$ cat config.mk
export PLATFORM = sky130hd
export DESIGN_NAME = rc4_key_search_core
export DESIGN_NICKNAME = d
export VERILOG_FILES = /design/src/rtl/rc4_pkg.sv /design/src/rtl/rc4_key_byte_sel.sv /design/src/rtl/rc4_key_search_core.sv
export SDC_FILE = /design/constraint.sdc
export NUM_CORES = 1
export LEC_CHECK = 0
export BUFFER_PORTS_ARGS = -buffer_cell sky130_fd_sc_hd__buf_2
export CELL_PAD_IN_SITES_DETAIL_PLACEMENT = 1
export CELL_PAD_IN_SITES_GLOBAL_PLACEMENT = 1
export CORE_MARGIN = 3
export CORE_UTILIZATION = 35
export DETAILED_ROUTE_END_ITERATION = 8
export MAX_ROUTING_LAYER = met4
export PLACE_DENSITY_LB_ADDON = 0.1
export SLEW_MARGIN = 20
export SYNTH_ARGS = -nofsm -noshare
export SYNTH_HDL_FRONTEND = slang
export SYNTH_SLANG_ARGS = --single-unit
$ cat constraint.sdc
create_clock -name CLOCK_50 -period 14.92 [get_ports CLOCK_50]
set_input_delay 0.746 -clock CLOCK_50 [delete_from_list [all_inputs] [get_ports CLOCK_50]]
set_output_delay 0.746 -clock CLOCK_50 [all_outputs]
set_load 0.1 [all_outputs]
$ cat src/rtl/rc4_pkg.sv
// Shared types and constants for the RC4 key-search core: FSM state encoding,
// S-box depth and the plaintext character class accepted by the checker.
package rc4_pkg;

  localparam int unsigned S_DEPTH = 256;
  localparam logic [7:0]  CHAR_LO = 8'h61;
  localparam logic [7:0]  CHAR_HI = 8'h7A;
  localparam logic [7:0]  CHAR_SP = 8'h20;

  typedef enum logic [3:0] {
    ST_IDLE,
    ST_INIT,
    ST_KSA_RI,
    ST_KSA_RJ,
    ST_KSA_WI,
    ST_KSA_WJ,
    ST_PRGA_RI,
    ST_PRGA_RJ,
    ST_PRGA_WI,
    ST_PRGA_WJ,
    ST_PRGA_RF,
    ST_PRGA_XOR,
    ST_NEXT_KEY,
    ST_FOUND,
    ST_EXHAUSTED
  } rc4_state_t;

  function automatic logic is_valid_char(input logic [7:0] b);
    return ((b >= CHAR_LO) && (b <= CHAR_HI)) || (b == CHAR_SP);
  endfunction

endpackage

$ cat src/rtl/rc4_key_byte_sel.sv
// Selects key[idx mod KEY_BYTES]; key byte 0 is the most significant byte.
module rc4_key_byte_sel #(
  parameter int unsigned KEY_BYTES = 3
) (
  input  logic [KEY_BYTES*8-1:0] key,
  input  logic [7:0]             idx,
  output logic [7:0]             key_byte
);

  int unsigned sel;

  always_comb begin
    sel      = 32'(idx) % KEY_BYTES;
    key_byte = '0;
    for (int unsigned n = 0; n < KEY_BYTES; n++) begin
      if (n == sel) key_byte = key[(KEY_BYTES-1-n)*8 +: 8];
    end
  end

endmodule

$ cat src/rtl/rc4_key_search_core.sv
// Brute-force RC4 key search: per candidate key runs S init, KSA and PRGA
// decryption against a ciphertext ROM, stopping on the first acceptable key.
module rc4_key_search_core
  import rc4_pkg::*;
#(
  parameter int unsigned           KEY_BYTES = 3,
  parameter int unsigned           KEY_BITS  = 22,
  parameter int unsigned           MSG_LEN   = 32,
  parameter logic [KEY_BYTES*8-1:0] KEY_START = '0,
  parameter int unsigned           KEY_STEP  = 1,
  parameter int unsigned           CHECK_EN  = 1
) (
  input  logic                       CLOCK_50,
  input  logic                       reset_n,
  input  logic                       start,
  input  logic                       stop,
  output logic [7:0]                 s_addr,
  output logic [7:0]                 s_wdata,
  output logic                       s_wren,
  input  logic [7:0]                 s_q,
  output logic [$clog2(MSG_LEN)-1:0] rom_addr,
  input  logic [7:0]                 rom_q,
  output logic [$clog2(MSG_LEN)-1:0] res_addr,
  output logic [7:0]                 res_wdata,
  output logic                       res_wren,
  output logic                       busy,
  output logic                       done,
  output logic                       found,
  output logic [KEY_BYTES*8-1:0]     key_out,
  output logic [KEY_BYTES*8-1:0]     cur_key
);

  localparam int unsigned KW = KEY_BYTES * 8;
  localparam int unsigned AW = $clog2(MSG_LEN);
  localparam logic [KW-1:0] KEY_MASK = KW'((64'd1 << KEY_BITS) - 64'd1);
  localparam logic [7:0]    I_LAST   = 8'(S_DEPTH - 1);
  localparam logic [AW-1:0] K_LAST   = AW'(MSG_LEN - 1);

  rc4_state_t    state_q, state_d;
  logic [7:0]    i_q, i_d, j_q, j_d, si_q, si_d, sj_q, sj_d;
  logic [AW-1:0] k_q, k_d;
  logic [KW-1:0] cur_key_q, cur_key_d, key_out_q, key_out_d;
  logic          done_q, done_d, found_q, found_d;

  logic [KW-1:0]     key_masked;
  logic [7:0]        key_byte, ksa_j, prga_j, plain;
  logic [KEY_BITS:0] key_sum;

  assign key_masked = cur_key_q & KEY_MASK;

  rc4_key_byte_sel #(.KEY_BYTES(KEY_BYTES)) u_key_sel (
    .key      (key_masked),
    .idx      (i_q),
    .key_byte (key_byte)
  );

  assign ksa_j   = j_q + s_q + key_byte;
  assign prga_j  = j_q + s_q;
  assign plain   = s_q ^ rom_q;
  // Extra top bit detects running past the key space instead of wrapping.
  assign key_sum = {1'b0, cur_key_q[KEY_BITS-1:0]} + (KEY_BITS+1)'(KEY_STEP);

  always_comb begin
    state_d   = state_q;
    i_d       = i_q;
    j_d       = j_q;
    k_d       = k_q;
    si_d      = si_q;
    sj_d      = sj_q;
    cur_key_d = cur_key_q;
    key_out_d = key_out_q;
    done_d    = done_q;
    found_d   = found_q;
    s_addr    = '0;
    s_wdata   = '0;
    s_wren    = 1'b0;
    res_addr  = '0;
    res_wdata = '0;
    res_wren  = 1'b0;

    case (state_q)
      ST_IDLE: begin
        if (start) begin
          state_d   = ST_INIT;
          i_d       = '0;
          j_d       = '0;
          k_d       = '0;
          done_d    = 1'b0;
          found_d   = 1'b0;
          key_out_d = '0;
          cur_key_d = KEY_START & KEY_MASK;
        end
      end
      ST_INIT: begin
        s_wren  = 1'b1;
        s_addr  = i_q;
        s_wdata = i_q;
        i_d     = i_q + 8'd1;
        if (i_q == I_LAST) begin
          state_d = ST_KSA_RI;
          j_d     = '0;
        end
      end
      ST_KSA_RI: begin
        s_addr  = i_q;
        state_d = ST_KSA_RJ;
      end
      ST_KSA_RJ: begin
        si_d    = s_q;
        j_d     = ksa_j;
        s_addr  = ksa_j;
        state_d = ST_KSA_WI;
      end
      // s[j] arrives now and goes straight to s[i]; s[i] was captured before
      // either write, so an i==j swap leaves the entry unchanged.
      ST_KSA_WI: begin
        s_wren  = 1'b1;
        s_addr  = i_q;
        s_wdata = s_q;
        state_d = ST_KSA_WJ;
      end
      ST_KSA_WJ: begin
        s_wren  = 1'b1;
        s_addr  = j_q;
        s_wdata = si_q;
        i_d     = i_q + 8'd1;
        if (i_q == I_LAST) begin
          state_d = ST_PRGA_RI;
          j_d     = '0;
          k_d     = '0;
        end else begin
          state_d = ST_KSA_RI;
        end
      end
      ST_PRGA_RI: begin
        i_d     = i_q + 8'd1;
        s_addr  = i_q + 8'd1;
        state_d = ST_PRGA_RJ;
      end
      ST_PRGA_RJ: begin
        si_d    = s_q;
        j_d     = prga_j;
        s_addr  = prga_j;
        state_d = ST_PRGA_WI;
      end
      ST_PRGA_WI: begin
        sj_d    = s_q;
        s_wren  = 1'b1;
        s_addr  = i_q;
        s_wdata = s_q;
        state_d = ST_PRGA_WJ;
      end
      ST_PRGA_WJ: begin
        s_wren  = 1'b1;
        s_addr  = j_q;
        s_wdata = si_q;
        state_d = ST_PRGA_RF;
      end
      ST_PRGA_RF: begin
        s_addr  = si_q + sj_q;
        state_d = ST_PRGA_XOR;
      end
      ST_PRGA_XOR: begin
        res_wren  = 1'b1;
        res_addr  = k_q;
        res_wdata = plain;
        if ((CHECK_EN != 0) && !is_valid_char(plain)) begin
          state_d = ST_NEXT_KEY;
        end else if (k_q == K_LAST) begin
          state_d = ST_FOUND;
        end else begin
          k_d     = k_q + AW'(1);
          state_d = ST_PRGA_RI;
        end
      end
      ST_NEXT_KEY: begin
        if (key_sum[KEY_BITS]) begin
          state_d = ST_EXHAUSTED;
        end else begin
          cur_key_d = KW'(key_sum[KEY_BITS-1:0]);
          i_d       = '0;
          j_d       = '0;
          k_d       = '0;
          state_d   = ST_INIT;
        end
      end
      ST_FOUND: begin
        key_out_d = cur_key_q;
        found_d   = 1'b1;
        done_d    = 1'b1;
        state_d   = ST_IDLE;
      end
      ST_EXHAUSTED: begin
        found_d = 1'b0;
        done_d  = 1'b1;
        state_d = ST_IDLE;
      end
      default: state_d = ST_IDLE;
    endcase

    // Abort overrides everything, including a final byte that would have won.
    if (stop && (state_q != ST_IDLE)) begin
      state_d   = ST_IDLE;
      done_d    = 1'b1;
      found_d   = 1'b0;
      key_out_d = key_out_q;
      s_wren    = 1'b0;
      res_wren  = 1'b0;
    end
  end

  always_ff @(posedge CLOCK_50 or negedge reset_n) begin
    if (!reset_n) begin
      state_q   <= ST_IDLE;
      i_q       <= '0;
      j_q       <= '0;
      k_q       <= '0;
      si_q      <= '0;
      sj_q      <= '0;
      cur_key_q <= KEY_START & KEY_MASK;
      key_out_q <= '0;
      done_q    <= 1'b0;
      found_q   <= 1'b0;
    end else begin
      state_q   <= state_d;
      i_q       <= i_d;
      j_q       <= j_d;
      k_q       <= k_d;
      si_q      <= si_d;
      sj_q      <= sj_d;
      cur_key_q <= cur_key_d;
      key_out_q <= key_out_d;
      done_q    <= done_d;
      found_q   <= found_d;
    end
  end

  assign busy     = (state_q != ST_IDLE);
  assign done     = done_q;
  assign found    = found_q;
  assign key_out  = key_out_q;
  assign cur_key  = cur_key_q;
  assign rom_addr = k_q;

endmodule

==> results.toml <==
[run_status]
status = "complete, no violations"

[route]
vias = 6055
wl_per_cell_um = 20.2
first_iter_violations = 380
ant_nets = 0
via_per_inst = 5.84
drc = 0
wirelength_um = 20900
firstDrtPassIters = 5

[floorplanning]
die_area_um2 = 19700
coreArea_um2 = 17500
die-height_um = 141
rows = 48
initial_utilization = 0.362
die_x_um = 141
io_pins = 107

[power_and_ir_drop]
power.internal_uw = 562
ir_drop_v = 0.000101
sw_frac_of_total = 0.513
total_power_uw = 1150
clock_power_share = 0.207
p_leak_uw = 0.00358
pwr-share-seq = 0.275
power_density_nw_per_um2 = 157
comb_power_share = 0.519
net-switching-power_uw = 592

[timing]
hold_violations = 0
fin_worst_skew_ps = 11.5
tightest_slew_ps = 975
setup_tns_ps = 0
fmax_mhz = 113
finalCritPeriodShare = 0.594
whs_ps = 253
finalWorstSetupSlack_ps = 6050
setup_viol = 0
finalCriticalPeriod_ps = 8870
rsz0062_at_grt = "false"
finalMaxSlewViolations = 0
slew_headroom = 0.344

[final_layout]
syn_to_final_growth_pct = 15.8
final_cell_mix = "buf_2, dfrtp_1, nand2_1"
layout-drive-gt1-share = 0.193
fin_util = 0.420
antenna-diode-count = 0
layout_commonest_cell = "buf_2"
final_nets = 860

[global_route]
grt_overflow = 0
grt_pass1_vias = 6195
grt_pass1_wl_um = 34300
grt_max_degree = 71
grt_usage = 0.219
grt_antenna_before_repair = 0

[synthesis]
syn-cell-area_um2 = 6330
synth_cells = 721
ys_seq_area_frac = 0.344
ys_top_cells_by_area = "dfrtp_1, ha_1, nand2_1"
synth_top_area_cell = "dfrtp_1"
synth_top_area_frac = 0.344
synthArstFlopShare = 1.00
yosys_register_bits = 87
ys_warn_count = 0
ys_types = 75
syn_area_per_cell_um2 = 8.78
synth_edf_count = 0
synth_ff_type = "dfrtp_1"

[worst_setup_path]
crit_required_ps = 14170
critPathKind = "flip-flop to primary output"
rrSetupSlack_ps = 7410
crit_buf_inv = 3
reg2reg_from = "i_q[6]"
endpoint_kind = "primary output"
slowest_delay_ps = 700
crit_path_end = "s_addr[7]"
crit_cells = 32
r2r_cells = 31
cp_slowest_cell = "dfrtp_1"
cp-start-kind = "flip-flop"
crit_family = "compound AO/OA/AOI/OAI gates"
path_max_fanout = 19
arrival_ps = 8120
r2r-end = "j_q[7]"
crit_start = "i_q[6]"

[clocking]
htreeDepth = 3
ctsHoldBuffers = 0
cts_resized = 0
clockRootBuffer = "clkbuf_16"
clk_latency_ps = 360
cts_tree = "yes"
clkTransAtPathRegs_ps = 80
postCtsSetupBuffers = 0
max-clock-path-buffers = 2
cts.sinks = 87
cts_made_buffers = 9

[placement]
gp_congestion = 0.877
hpwlAfterDp_um = 15800
dp_slack_ps = 6620
port_buffers = 102

[run]
maxCapViolCount = 0

[min_path]
hp-class = "input port to asynchronous set/reset pin"
-- how the worst min path moves through the flow --
stage | to | from | slack (ps)
after global routing | si_q[5] | reset_n | 250
final | si_q[5] | reset_n | 250
after CTS | si_q[5] | reset_n | 240
after detailed placement | done | done | 480
after global placement | done | done | 460
after floorplan | cur_key[0] | reset_n | 450
-- Yosys cell counts, drive strengths merged, types with 7 or more instances --
cell and n:
nand2 69, o21ai 33, and3 12, and2 18, a211oi 8, mux2 15
a22oi 10, a31oi 8, nand4 7, a222oi 9, o31ai 7, a21oi 35
clkbuf 25, a22o 27, a221o 7, xnor2 23, a21o 14, inv 28
ha 30, dfrtp 87, buf 12, xor2 27, nand3 30, nor2 63
nor3 18
-- flip-flops by register name (all words and copies together), names as in the netlist --
signal,cells
j_q,8
key_out,22
i_q,8
cur_key,22
rom_addr,5
state_q,4
si_q,8
done,1
found,1
sj_q,8
-- power by group through the flow --
stage,Sequential (uW),Clock (uW),Combinational (uW)
final,317,238,599
after detailed placement,321,0,591
after floorplan,301,0,464
after global placement,319,0,574
after global routing,324,255,659
after CTS,316,247,600
-- layout make-up --
| cell class | instances | area [um2] |
|---|---|---|
| clock buffers | 9 | 225 |
| clock inverters | 7 | 86.3 |
| fillers | 2088 | 10100 |
| inverters | 29 | 109 |
| multi-input cells | 571 | 3890 |
| flip-flops and latches | 87 | 2180 |
| well taps | 225 | 282 |
| repair buffers | 109 | 566 |
-- cells by family after synthesis --
kind of cell	share of synthesized area
muxes	0.0283
buffers and inverters	0.0450
and+or+nand+nor	0.202
DFF	0.344
xor gates and xnor gates	0.0692
AOI/OAI and AO/OA	0.242
adders and majority gates	0.0688
other	0.000592
-- metrics by stage --
step	std cells	area [um2]
2_1_floorplan	724	6340
3_3_place_gp	1021	7020
3_5_place_dp	1021	7020
4_1_cts	1037	7340
5_1_grt	1037	7340
6_report	1037	7340
-- metal layers --
layer,share of wire,up-vias,track usage
met5,0,-,-
li1,-,2830,-
met1,0.46,3069,0.295
met4,0.013,0,0.0500
met3,0.036,21,0.0277
met2,0.49,135,0.354
-- worst reg2reg max path: cells and delay by family (launching register included) --
family / cells / cell delay, ps
AO/OA/AOI/OAI: 16 / 3170
XOR/XNOR: 2 / 290
adder cells (fa/ha/maj): 4 / 1300
buffers and inverters: 2 / 170
flip-flops: 1 / 700
AND/OR/NAND/NOR: 7 / 1770
(Power assumes the default switching activity.)
